==> config.mk <==
export PLATFORM = sky130hd
export DESIGN_NAME = irq_prio_flat
export DESIGN_NICKNAME = d
export VERILOG_FILES = /design/src/rtl/irq_prio_pkg.sv /design/src/rtl/irq_prio_if.sv /design/src/rtl/irq_stack.sv /design/src/rtl/irq_prio.sv /design/src/flat_wrapper.sv
export SDC_FILE = /design/constraint.sdc
export NUM_CORES = 1
export LEC_CHECK = 0
export ABC_AREA = 1
export BUFFER_PORTS_ARGS = -buffer_cell sky130_fd_sc_hd__buf_2
export CORE_MARGIN = 2
export CORE_UTILIZATION = 29
export CTS_CLUSTER_DIAMETER = 120
export DETAILED_ROUTE_END_ITERATION = 12
export HOLD_SLACK_MARGIN = 0.06
export SLEW_MARGIN = 20
export SYNTH_ARGS = -nofsm -noshare
export SYNTH_HDL_FRONTEND = slang
export SYNTH_SLANG_ARGS = --single-unit
==> constraint.sdc <==
create_clock -name __clk -period 12.4 [get_ports __clk]
set_input_delay 3.72 -clock __clk [delete_from_list [all_inputs] [get_ports __clk]]
set_output_delay 3.72 -clock __clk [all_outputs]
set_load 0.005 [all_outputs]
==> src/rtl/irq_prio_pkg.sv <==
// ============================================================================
//  Module      : irq_prio_pkg
//  Description : Shared types, default group map and priority-encode helper
//  Revision    : 1.0  initial release
// ============================================================================
`default_nettype none

package irq_prio_pkg;

    typedef enum logic [0:0] {
        IDLE  = 1'b0,
        GRANT = 1'b1
    } state_t;

    // Nibble s = mask group of source s (nibble 0 unused: source 0 is an NMI).
    localparam logic [127:0] c_group_map_default =
        128'h9999_8888_7777_6666_5555_4444_4443_2100;

    // Lowest set index among the first n bits of v; n when none is set.
    function automatic logic [6:0] lowest_set(input logic [63:0] v, input int n);
        logic [6:0] r;
        r = 7'(n);
        for (int i = 63; i >= 0; i--) begin
            if (i < n && v[i]) r = 7'(i);
        end
        return r;
    endfunction

endpackage

`default_nettype wire

==> src/rtl/irq_prio_if.sv <==
// ============================================================================
//  Module      : irq_prio_if
//  Description : Request / software / CPU-side bundle of the interrupt block
//  Revision    : 1.0  initial release
// ============================================================================
`default_nettype none

interface irq_prio_if #(
    parameter int NIRQ  = 32,
    parameter int NMASK = 10,
    parameter int DEPTH = 8
);
    logic [NIRQ-1:0]              irq_;
    logic [NIRQ-1:0]              w;
    logic                         w_rm;
    logic                         w_set;
    logic                         w_clr;
    logic                         ack;
    logic                         eoi;
    logic [NMASK-1:0]             rm;
    logic [NIRQ-1:0]              rz;
    logic [NIRQ-1:0]              rp;
    logic                         irq;
    logic [$clog2(NIRQ)-1:0]      vec;
    logic                         vec_v;
    logic [$clog2(DEPTH+1)-1:0]   lvl;
    logic                         ovf;
    logic                         unf;

    modport master (
        output irq_, w, w_rm, w_set, w_clr, ack, eoi,
        input  rm, rz, rp, irq, vec, vec_v, lvl, ovf, unf
    );

    modport slave (
        input  irq_, w, w_rm, w_set, w_clr, ack, eoi,
        output rm, rz, rp, irq, vec, vec_v, lvl, ovf, unf
    );
endinterface

`default_nettype wire

==> src/rtl/irq_stack.sv <==
// ============================================================================
//  Module      : irq_stack
//  Description : Saturating LIFO holding saved mask registers across nesting
//  Revision    : 1.0  initial release
// ============================================================================
`default_nettype none

module irq_stack #(
    parameter int WIDTH = 10,
    parameter int DEPTH = 8
) (
    input  wire logic                         clk,
    input  wire logic                         rst_n,
    input  wire logic                         i_push,
    input  wire logic                         i_pop,
    input  wire logic [WIDTH-1:0]             i_din,
    output logic      [WIDTH-1:0]             o_dout,
    output logic                              o_full,
    output logic                              o_empty,
    output logic      [$clog2(DEPTH+1)-1:0]   o_lvl
);
    localparam int PW = $clog2(DEPTH + 1);
    localparam int AW = (DEPTH > 1) ? $clog2(DEPTH) : 1;

    logic [WIDTH-1:0] r_mem [DEPTH];
    logic [PW-1:0]    r_ptr;
    logic [AW-1:0]    w_wr_idx;
    logic [AW-1:0]    w_rd_idx;

    assign w_wr_idx = AW'(r_ptr);
    assign w_rd_idx = AW'(r_ptr - PW'(1));
    assign o_full   = (r_ptr == PW'(DEPTH));
    assign o_empty  = (r_ptr == '0);
    assign o_dout   = r_mem[w_rd_idx];
    assign o_lvl    = r_ptr;

    always_ff @(posedge clk) begin
        if (!rst_n) begin
            r_ptr <= '0;
        end else if (i_push && !o_full) begin
            r_mem[w_wr_idx] <= i_din;
            r_ptr           <= r_ptr + PW'(1);
        end else if (i_pop && !o_empty) begin
            r_ptr <= r_ptr - PW'(1);
        end
    end
endmodule

`default_nettype wire

==> src/rtl/irq_prio.sv <==
// ============================================================================
//  Module      : irq_prio
//  Description : Nested priority interrupt controller with grouped masking
//  Revision    : 1.0  initial release
// ============================================================================
`default_nettype none

module irq_prio
    import irq_prio_pkg::*;
#(
    parameter int                 NIRQ      = 32,
    parameter int                 NMASK     = 10,
    parameter logic [NIRQ*4-1:0]  GROUP_MAP = c_group_map_default,
    parameter logic [NIRQ-1:0]    LEVEL     = '0,
    parameter int                 DEPTH     = 8
) (
    input wire logic  __clk,
    input wire logic  clm_,
    irq_prio_if.slave bus
);
    localparam int VW = $clog2(NIRQ);
    localparam int LW = $clog2(DEPTH + 1);

    logic [NIRQ-1:0]  r_s1, r_s2, r_s3;
    logic [NIRQ-1:0]  r_rz, r_rp;
    logic [NMASK-1:0] r_rm;
    state_t           r_state;
    logic             r_irq, r_ovf, r_unf;
    logic [VW-1:0]    r_vec;

    logic [NIRQ-1:0]  w_hw, w_en, w_pend, w_rz_nxt;
    logic [3:0]       w_grp [NIRQ];
    logic [15:0]      w_rm16;
    logic [6:0]       w_top, w_svc;
    logic [VW-1:0]    w_top_i, w_svc_i;
    logic [3:0]       w_gs;
    logic [NMASK-1:0] w_keep, w_stk_top;
    logic             w_qual, w_grant, w_eoi, w_full, w_empty;
    logic [LW-1:0]    w_lvl;

    assign w_rm16 = 16'(r_rm);

    for (genvar s = 0; s < NIRQ; s++) begin : g_src
        assign w_grp[s] = GROUP_MAP[4*s +: 4];
        if (s == 0) begin : g_nmi
            assign w_en[s] = 1'b1;
        end else begin : g_mask
            assign w_en[s] = w_rm16[w_grp[s]];
        end
    end

    for (genvar g = 0; g < NMASK; g++) begin : g_keep
        assign w_keep[g] = (4'(g) < w_gs);
    end

    // Edge sources fire on a synchronised fall, level sources while low.
    assign w_hw    = (r_s3 & ~r_s2 & ~LEVEL) | (~r_s2 & LEVEL);
    assign w_pend  = r_rz & w_en;
    assign w_top   = lowest_set(64'(w_pend), NIRQ);
    assign w_svc   = lowest_set(64'(r_rp), NIRQ);
    assign w_top_i = VW'(w_top);
    assign w_svc_i = VW'(w_svc);
    assign w_qual  = (w_top < w_svc);
    assign w_gs    = (w_top_i == '0) ? 4'd0 : w_grp[w_top_i];
    assign w_grant = (r_state == IDLE) && bus.ack && !bus.eoi && w_qual && !w_full;
    assign w_eoi   = (r_state == IDLE) && bus.eoi && !w_empty;

    // Applied lowest precedence first so later terms override earlier ones.
    always_comb begin
        w_rz_nxt = r_rz;
        if (w_grant && !LEVEL[w_top_i]) w_rz_nxt[w_top_i] = 1'b0;
        if (bus.w_clr) w_rz_nxt = w_rz_nxt & ~bus.w;
        if (bus.w_set) w_rz_nxt = w_rz_nxt | bus.w;
        w_rz_nxt = w_rz_nxt | w_hw;
    end

    always_ff @(posedge __clk) begin
        if (!clm_) begin
            r_s1    <= '1;
            r_s2    <= '1;
            r_s3    <= '1;
            r_rz    <= '0;
            r_rp    <= '0;
            r_rm    <= '1;
            r_state <= IDLE;
            r_irq   <= 1'b0;
            r_vec   <= '0;
            r_ovf   <= 1'b0;
            r_unf   <= 1'b0;
        end else begin
            r_s1  <= bus.irq_;
            r_s2  <= r_s1;
            r_s3  <= r_s2;
            r_rz  <= w_rz_nxt;
            r_irq <= w_qual;
            if (bus.ack && !w_grant) r_ovf <= 1'b1;
            if (bus.eoi && !w_eoi)   r_unf <= 1'b1;
            case (r_state)
                IDLE: begin
                    if (w_grant) begin
                        r_state        <= GRANT;
                        r_vec          <= w_top_i;
                        r_rp[w_top_i]  <= 1'b1;
                    end else if (w_eoi) begin
                        r_rp[w_svc_i]  <= 1'b0;
                    end
                end
                GRANT:   r_state <= IDLE;
                default: r_state <= IDLE;
            endcase
            if (bus.w_rm)     r_rm <= bus.w[NMASK-1:0];
            else if (w_grant) r_rm <= r_rm & w_keep;
            else if (w_eoi)   r_rm <= w_stk_top;
        end
    end

    irq_stack #(
        .WIDTH (NMASK),
        .DEPTH (DEPTH)
    ) u_stack (
        .clk     (__clk),
        .rst_n   (clm_),
        .i_push  (w_grant),
        .i_pop   (w_eoi),
        .i_din   (r_rm),
        .o_dout  (w_stk_top),
        .o_full  (w_full),
        .o_empty (w_empty),
        .o_lvl   (w_lvl)
    );

    assign bus.rm    = r_rm;
    assign bus.rz    = r_rz;
    assign bus.rp    = r_rp;
    assign bus.irq   = r_irq;
    assign bus.vec   = r_vec;
    assign bus.vec_v = (r_state == GRANT);
    assign bus.lvl   = w_lvl;
    assign bus.ovf   = r_ovf;
    assign bus.unf   = r_unf;
endmodule

`default_nettype wire

==> src/flat_wrapper.sv <==
// flat-port wrapper written by rule: the top's interface ports become plain ports
module irq_prio_flat import irq_prio_pkg::*;
#(
    parameter int                 NIRQ      = 32,
    parameter int                 NMASK     = 10,
    parameter logic [NIRQ*4-1:0]  GROUP_MAP = c_group_map_default,
    parameter logic [NIRQ-1:0]    LEVEL     = '0,
    parameter int                 DEPTH     = 8
)
  (__clk, clm_, bus_irq_, bus_w, bus_w_rm, bus_w_set, bus_w_clr, bus_ack, bus_eoi, bus_rm, bus_rz, bus_rp, bus_irq, bus_vec, bus_vec_v, bus_lvl, bus_ovf, bus_unf);
  irq_prio_if #(.NIRQ(NIRQ), .NMASK(NMASK), .DEPTH(DEPTH)) bus_i ();
  input wire logic __clk;
  input wire logic clm_;
  input wire logic [$bits(bus_i.irq_)-1:0] bus_irq_;
  input wire logic [$bits(bus_i.w)-1:0] bus_w;
  input wire logic [$bits(bus_i.w_rm)-1:0] bus_w_rm;
  input wire logic [$bits(bus_i.w_set)-1:0] bus_w_set;
  input wire logic [$bits(bus_i.w_clr)-1:0] bus_w_clr;
  input wire logic [$bits(bus_i.ack)-1:0] bus_ack;
  input wire logic [$bits(bus_i.eoi)-1:0] bus_eoi;
  output wire logic [$bits(bus_i.rm)-1:0] bus_rm;
  output wire logic [$bits(bus_i.rz)-1:0] bus_rz;
  output wire logic [$bits(bus_i.rp)-1:0] bus_rp;
  output wire logic [$bits(bus_i.irq)-1:0] bus_irq;
  output wire logic [$bits(bus_i.vec)-1:0] bus_vec;
  output wire logic [$bits(bus_i.vec_v)-1:0] bus_vec_v;
  output wire logic [$bits(bus_i.lvl)-1:0] bus_lvl;
  output wire logic [$bits(bus_i.ovf)-1:0] bus_ovf;
  output wire logic [$bits(bus_i.unf)-1:0] bus_unf;
  assign bus_i.irq_ = bus_irq_;
  assign bus_i.w = bus_w;
  assign bus_i.w_rm = bus_w_rm;
  assign bus_i.w_set = bus_w_set;
  assign bus_i.w_clr = bus_w_clr;
  assign bus_i.ack = bus_ack;
  assign bus_i.eoi = bus_eoi;
  assign bus_rm = bus_i.rm;
  assign bus_rz = bus_i.rz;
  assign bus_rp = bus_i.rp;
  assign bus_irq = bus_i.irq;
  assign bus_vec = bus_i.vec;
  assign bus_vec_v = bus_i.vec_v;
  assign bus_lvl = bus_i.lvl;
  assign bus_ovf = bus_i.ovf;
  assign bus_unf = bus_i.unf;
  irq_prio #(.NIRQ(NIRQ), .NMASK(NMASK), .GROUP_MAP(GROUP_MAP), .LEVEL(LEVEL), .DEPTH(DEPTH)) u_core (.__clk(__clk), .clm_(clm_), .bus(bus_i));
endmodule
==> Flow_metrics.wiki <==
{| class="wikitable"
! Metric !! Value
|-
| Placement Cell Area || 12,200 um2
|-
| Pins Over Slew Limit || 0
|-
| Critical Path, Cell by Cell || buf_2 -> inv_1 -> nor4_1 -> nand3_4 -> inv_2 -> nand2_1 -> nor2_1
|-
| Part of the Yosys area used for sequential elements || 55.5%
|-
| Xor-xnor portion of the synthesized cell area || 0.160%
|-
| Die height || 198 um
|-
| Leading area contributor after synthesis || sky130_fd_sc_hd__dfxtp_1
|-
| Cell class contributing the biggest share of worst-path delay || simple AND/OR/NAND/NOR gates
|-
| Worst slew slack as a fraction of its limit || 27.2%
|-
| Post-synth EDFFs || 80
|-
| Post-synthesis area per instance || 8.36 um2
|-
| Main area contributors after synthesis || sky130_fd_sc_hd__dfxtp_1 (34%), sky130_fd_sc_hd__edfxtp_1 (22%), sky130_fd_sc_hd__nand2_1 (11%), sky130_fd_sc_hd__inv_1 (4.5%), sky130_fd_sc_hd__a21oi_1 (4.2%)
|-
| Slew of the pin with the lowest slew margin || 1.08 ns
|-
| Pin count of the biggest net entering global routing || 108
|-
| Fmax || 163 MHz
|-
| Instance count of the mapped netlist || 1,307
|-
| Number of buffers inserted to repair setup after CTS || 0
|-
| Per-cell routed wire length || 17.2 um
|-
| Setup TNS || 0 ns
|-
| Pint || 1.72 mW
|-
| Die width || 198 um
|-
| Wire length of the first global-routing pass || 51.8 mm
|-
| CTS H-Tree Depth || 1
|-
| Buffers from clock root to sink, at most || 3
|-
| Reg2Reg Depth || 38
|-
| Final net count || 1,525
|-
| Half-perimeter wire length after detailed placement || 24.9 mm
|-
| Basic-gate share of the synthesized area counting and, or, nand and nor cells || 23.2%
|-
| Setup crit end kind || register
|-
| Synth Area in Compound Gates || 13.7%
|-
| Number of buffers inserted during clock tree synthesis || 29
|-
| Via count of the first global-routing pass || 8,974
|-
| Post-layout instance count excluding filler cells || 1,982
|-
| Setup-failing EPs final || 0
|-
| Combinational family with the most area after synthesis || simple AND/OR/NAND/NOR gates
|-
| Start-to-end type of the worst setup path || in2reg
|-
| Part of the total power dissipated in sequential elements || 38.9%
|-
| Min-Delay Path Depth || 1
|-
| Setup repair after global routing missed its margin || no
|-
| I/O Buffers || 157
|-
| TritonCTS clock tree || done
|-
| Aggregate global routing overflow || 0
|-
| Post-synthesis adder-cell area fraction || 0.687%
|-
| Std-Cell Rows || 71
|-
| Yosys top cell area share || 33.5%
|-
| Number of placed cells counting well taps || 1,928
|-
| Lkg Pwr || 5.77 nW
|-
| Critical path buffer and inverter count || 3
|-
| Hold Buf Count CTS || 0
|-
| Antenna violations before repair || 2
|-
| Power density cells || 205 nW/um2
|-
| Max-cap viol count || 0
|-
| Root buffer selected by CTS || sky130_fd_sc_hd__clkbuf_16
|-
| Fraction of power consumed by combinational cells || 29.1%
|-
| Clock insertion delay at the later pin of the skew report || 0.56 ns
|-
| Clock network fraction of design power || 32.0%
|-
| Placeable Area || 37,400 um2
|-
| Area growth from synthesis to layout || 20.2%
|-
| Path class of the lowest-slack min-delay path || reg2reg
|-
| Total non-filler cell area in the finished layout || 13,100 um2
|-
| Critical path arrival || 6.31 ns
|-
| Flip-flop and latch count after synthesis || 263
|-
| Syn nets || 1,384
|-
| Slowest cell on the critical path || sky130_fd_sc_hd__nor4_1
|-
| Routed WL || 34.1 mm
|-
| Die footprint || 39,300 um2
|-
| Initial Utilization || 29.2%
|-
| Clock-pin slew reported for the worst setup and hold paths after clock tree synthesis || 0.06 ns
|-
| Number of I/O pins || 158
|-
| Final critical-path share of the clock period || 49.5%
|-
| FFs w/ async S/R, synth || 0%
|-
| Switching component of the power || 0.984 mW
|-
| Result of the run || finished clean
|-
| Via total after detailed routing || 9,305
|-
| Number of clock sinks || 263
|-
| Top cell types by occurrence after synthesis || sky130_fd_sc_hd__nand2_1 (328), sky130_fd_sc_hd__dfxtp_1 (183), sky130_fd_sc_hd__inv_1 (130)
|-
| GRT Overall Usage || 17.2%
|-
| Clock Skews || 0.0222 ns
|-
| Crit. path cell count || 7
|-
| Count of endpoints failing hold in the final timing report || 0
|-
| Detailed-route vias per instance || 4.69
|-
| Nature of the critical path startpoint || input port
|-
| Most numerous cell in the Yosys netlist || sky130_fd_sc_hd__nand2_1
|-
| Antenna Nets Post-Route || 0
|-
| Number of gates given a new drive strength after cts || 0
|-
| Placer Congestion || 0.875
|-
| Number of design-rule violations left by the first detailed-router iteration || 758
|-
| Detailed-route DRC error count || 0
|-
| Required time reported for the critical path endpoint || 12.58 ns
|-
| Net Sw Frac || 36.4%
|-
| Top fanout value on the critical path || 34
|-
| Warnings, synthesis || 0
|-
| Router iterations before antenna repair || 6
|-
| Fraction of final layout cells sized beyond drive strength 1 || 19.5%
|-
| Crit path time final || 6.13 ns
|-
| Synth unique cells || 40
|-
| Slowest Stage Delay on Critical Path || 0.64 ns
|-
| Primary flip-flop cell chosen by synthesis mapping || sky130_fd_sc_hd__dfxtp_1
|-
| Share of cell area taken by muxes after synthesis || 0%
|-
| Worst vdd ir || 0.111 mV
|-
| Combined area of all synthesized cells || 10,900 um2
|}
cell families after synthesis:
logic type                 Yosys count
AOI/OAI and AO/OA                  254
and+or+nand+nor                    595
DFF                                263
xor gates and xnor gates             2
adders and majority gates            6
buffers and inverters              187
routing by layer:
| metal | share of wire [%] | vias up | global-route usage (%) |
|---|---|---|---|
| met5 | 0.021 | - | 0 |
| met3 | 6.9 | 54 | 4.00 |
| li1 | - | 4577 | - |
| met2 | 48 | 284 | 29.4 |
| met4 | 3.1 | 2 | 5.37 |
| met1 | 42 | 4388 | 21.4 |
through the flow:
step	util (%)	total power [mW]	hold slack, ns	worst slack, ns
2_1_floorplan	-	1.56	0.391	6.24
3_3_place_gp	32.5	1.85	0.394	5.78
3_5_place_dp	32.6	1.85	0.397	5.71
4_1_cts	35.1	2.71	0.410	6.29
5_1_grt	35.1	2.84	0.422	6.01
6_report	35.1	2.70	0.399	6.27
worst paths after layout:
check             slack [ns]                    endpoint        startpoint
setup / recovery        6.27  u_core.u_stack.r_mem[7][2]           bus_ack
hold / removal          0.40             u_core.r_s2[20]   u_core.r_s1[20]
setup reg to reg        7.43  u_core.u_stack.r_mem[7][2]  u_core.bus.rm[9]
hold reg to reg         0.40             u_core.r_s2[20]   u_core.r_s1[20]
cell usage in the layout, fill, tap and decap left out, types with 4 or more instances in the layout:
cell | Yosys | final
sky130_fd_sc_hd__buf_4 | 3 | 5
sky130_fd_sc_hd__nor3_1 | 14 | 11
sky130_fd_sc_hd__a21oi_1 | 91 | 91
sky130_fd_sc_hd__inv_1 | 130 | 129
sky130_fd_sc_hd__nor2_1 | 119 | 119
sky130_fd_sc_hd__nand4_1 | 6 | 6
sky130_fd_sc_hd__a32o_1 | 6 | 6
sky130_fd_sc_hd__ha_1 | 6 | 6
sky130_fd_sc_hd__clkinv_1 | 3 | 6
sky130_fd_sc_hd__a22oi_1 | 32 | 32
sky130_fd_sc_hd__nor4_1 | 5 | 4
sky130_fd_sc_hd__or2_2 | 65 | 65
sky130_fd_sc_hd__a21boi_0 | 20 | 20
sky130_fd_sc_hd__o221ai_1 | 5 | 5
sky130_fd_sc_hd__nand3_1 | 52 | 52
sky130_fd_sc_hd__nand2_1 | 328 | 328
sky130_fd_sc_hd__clkinvlp_2 | 0 | 4
sky130_fd_sc_hd__o22ai_1 | 9 | 9
sky130_fd_sc_hd__clkbuf_16 | 0 | 30
sky130_fd_sc_hd__buf_2 | 1 | 157
sky130_fd_sc_hd__edfxtp_1 | 80 | 80
sky130_fd_sc_hd__dfxtp_1 | 183 | 183
sky130_fd_sc_hd__o21ai_0 | 82 | 82
power by group through the flow:
stage	Clock, mW	Combinational, mW	Sequential (mW)
6_report	0.864	0.787	1.05
5_1_grt	0.912	0.874	1.06
4_1_cts	0.879	0.781	1.05
3_5_place_dp	0	0.778	1.07
3_3_place_gp	0	0.783	1.07
2_1_floorplan	0	0.534	1.03
layout make-up:
class                   count  area (um2)
inverters                 135         507
well taps                 511         639
fillers                  3945       24300
flip-flops and latches    263        6070
repair buffers            162         823
clock buffers              35         781
diodes                      1        2.50
clock inverters            18         179
multi-input cells         857        4140
flip-flops by register name, summed over array words and instances, names as in the netlist:
register              cells
u_core.u_stack.o_lvl      4
u_core.bus.rp            32
u_core.r_s2              32
u_core.bus.ovf            1
u_core.r_s3              32
u_core.bus.vec            5
u_core.r_s1              32
u_core.bus.rz            32
u_core.bus.irq            1
u_core.u_stack.r_mem     80
u_core.bus.vec_v          1
u_core.bus.unf            1
u_core.bus.rm            10
Power figures use the tool's default switching activity.
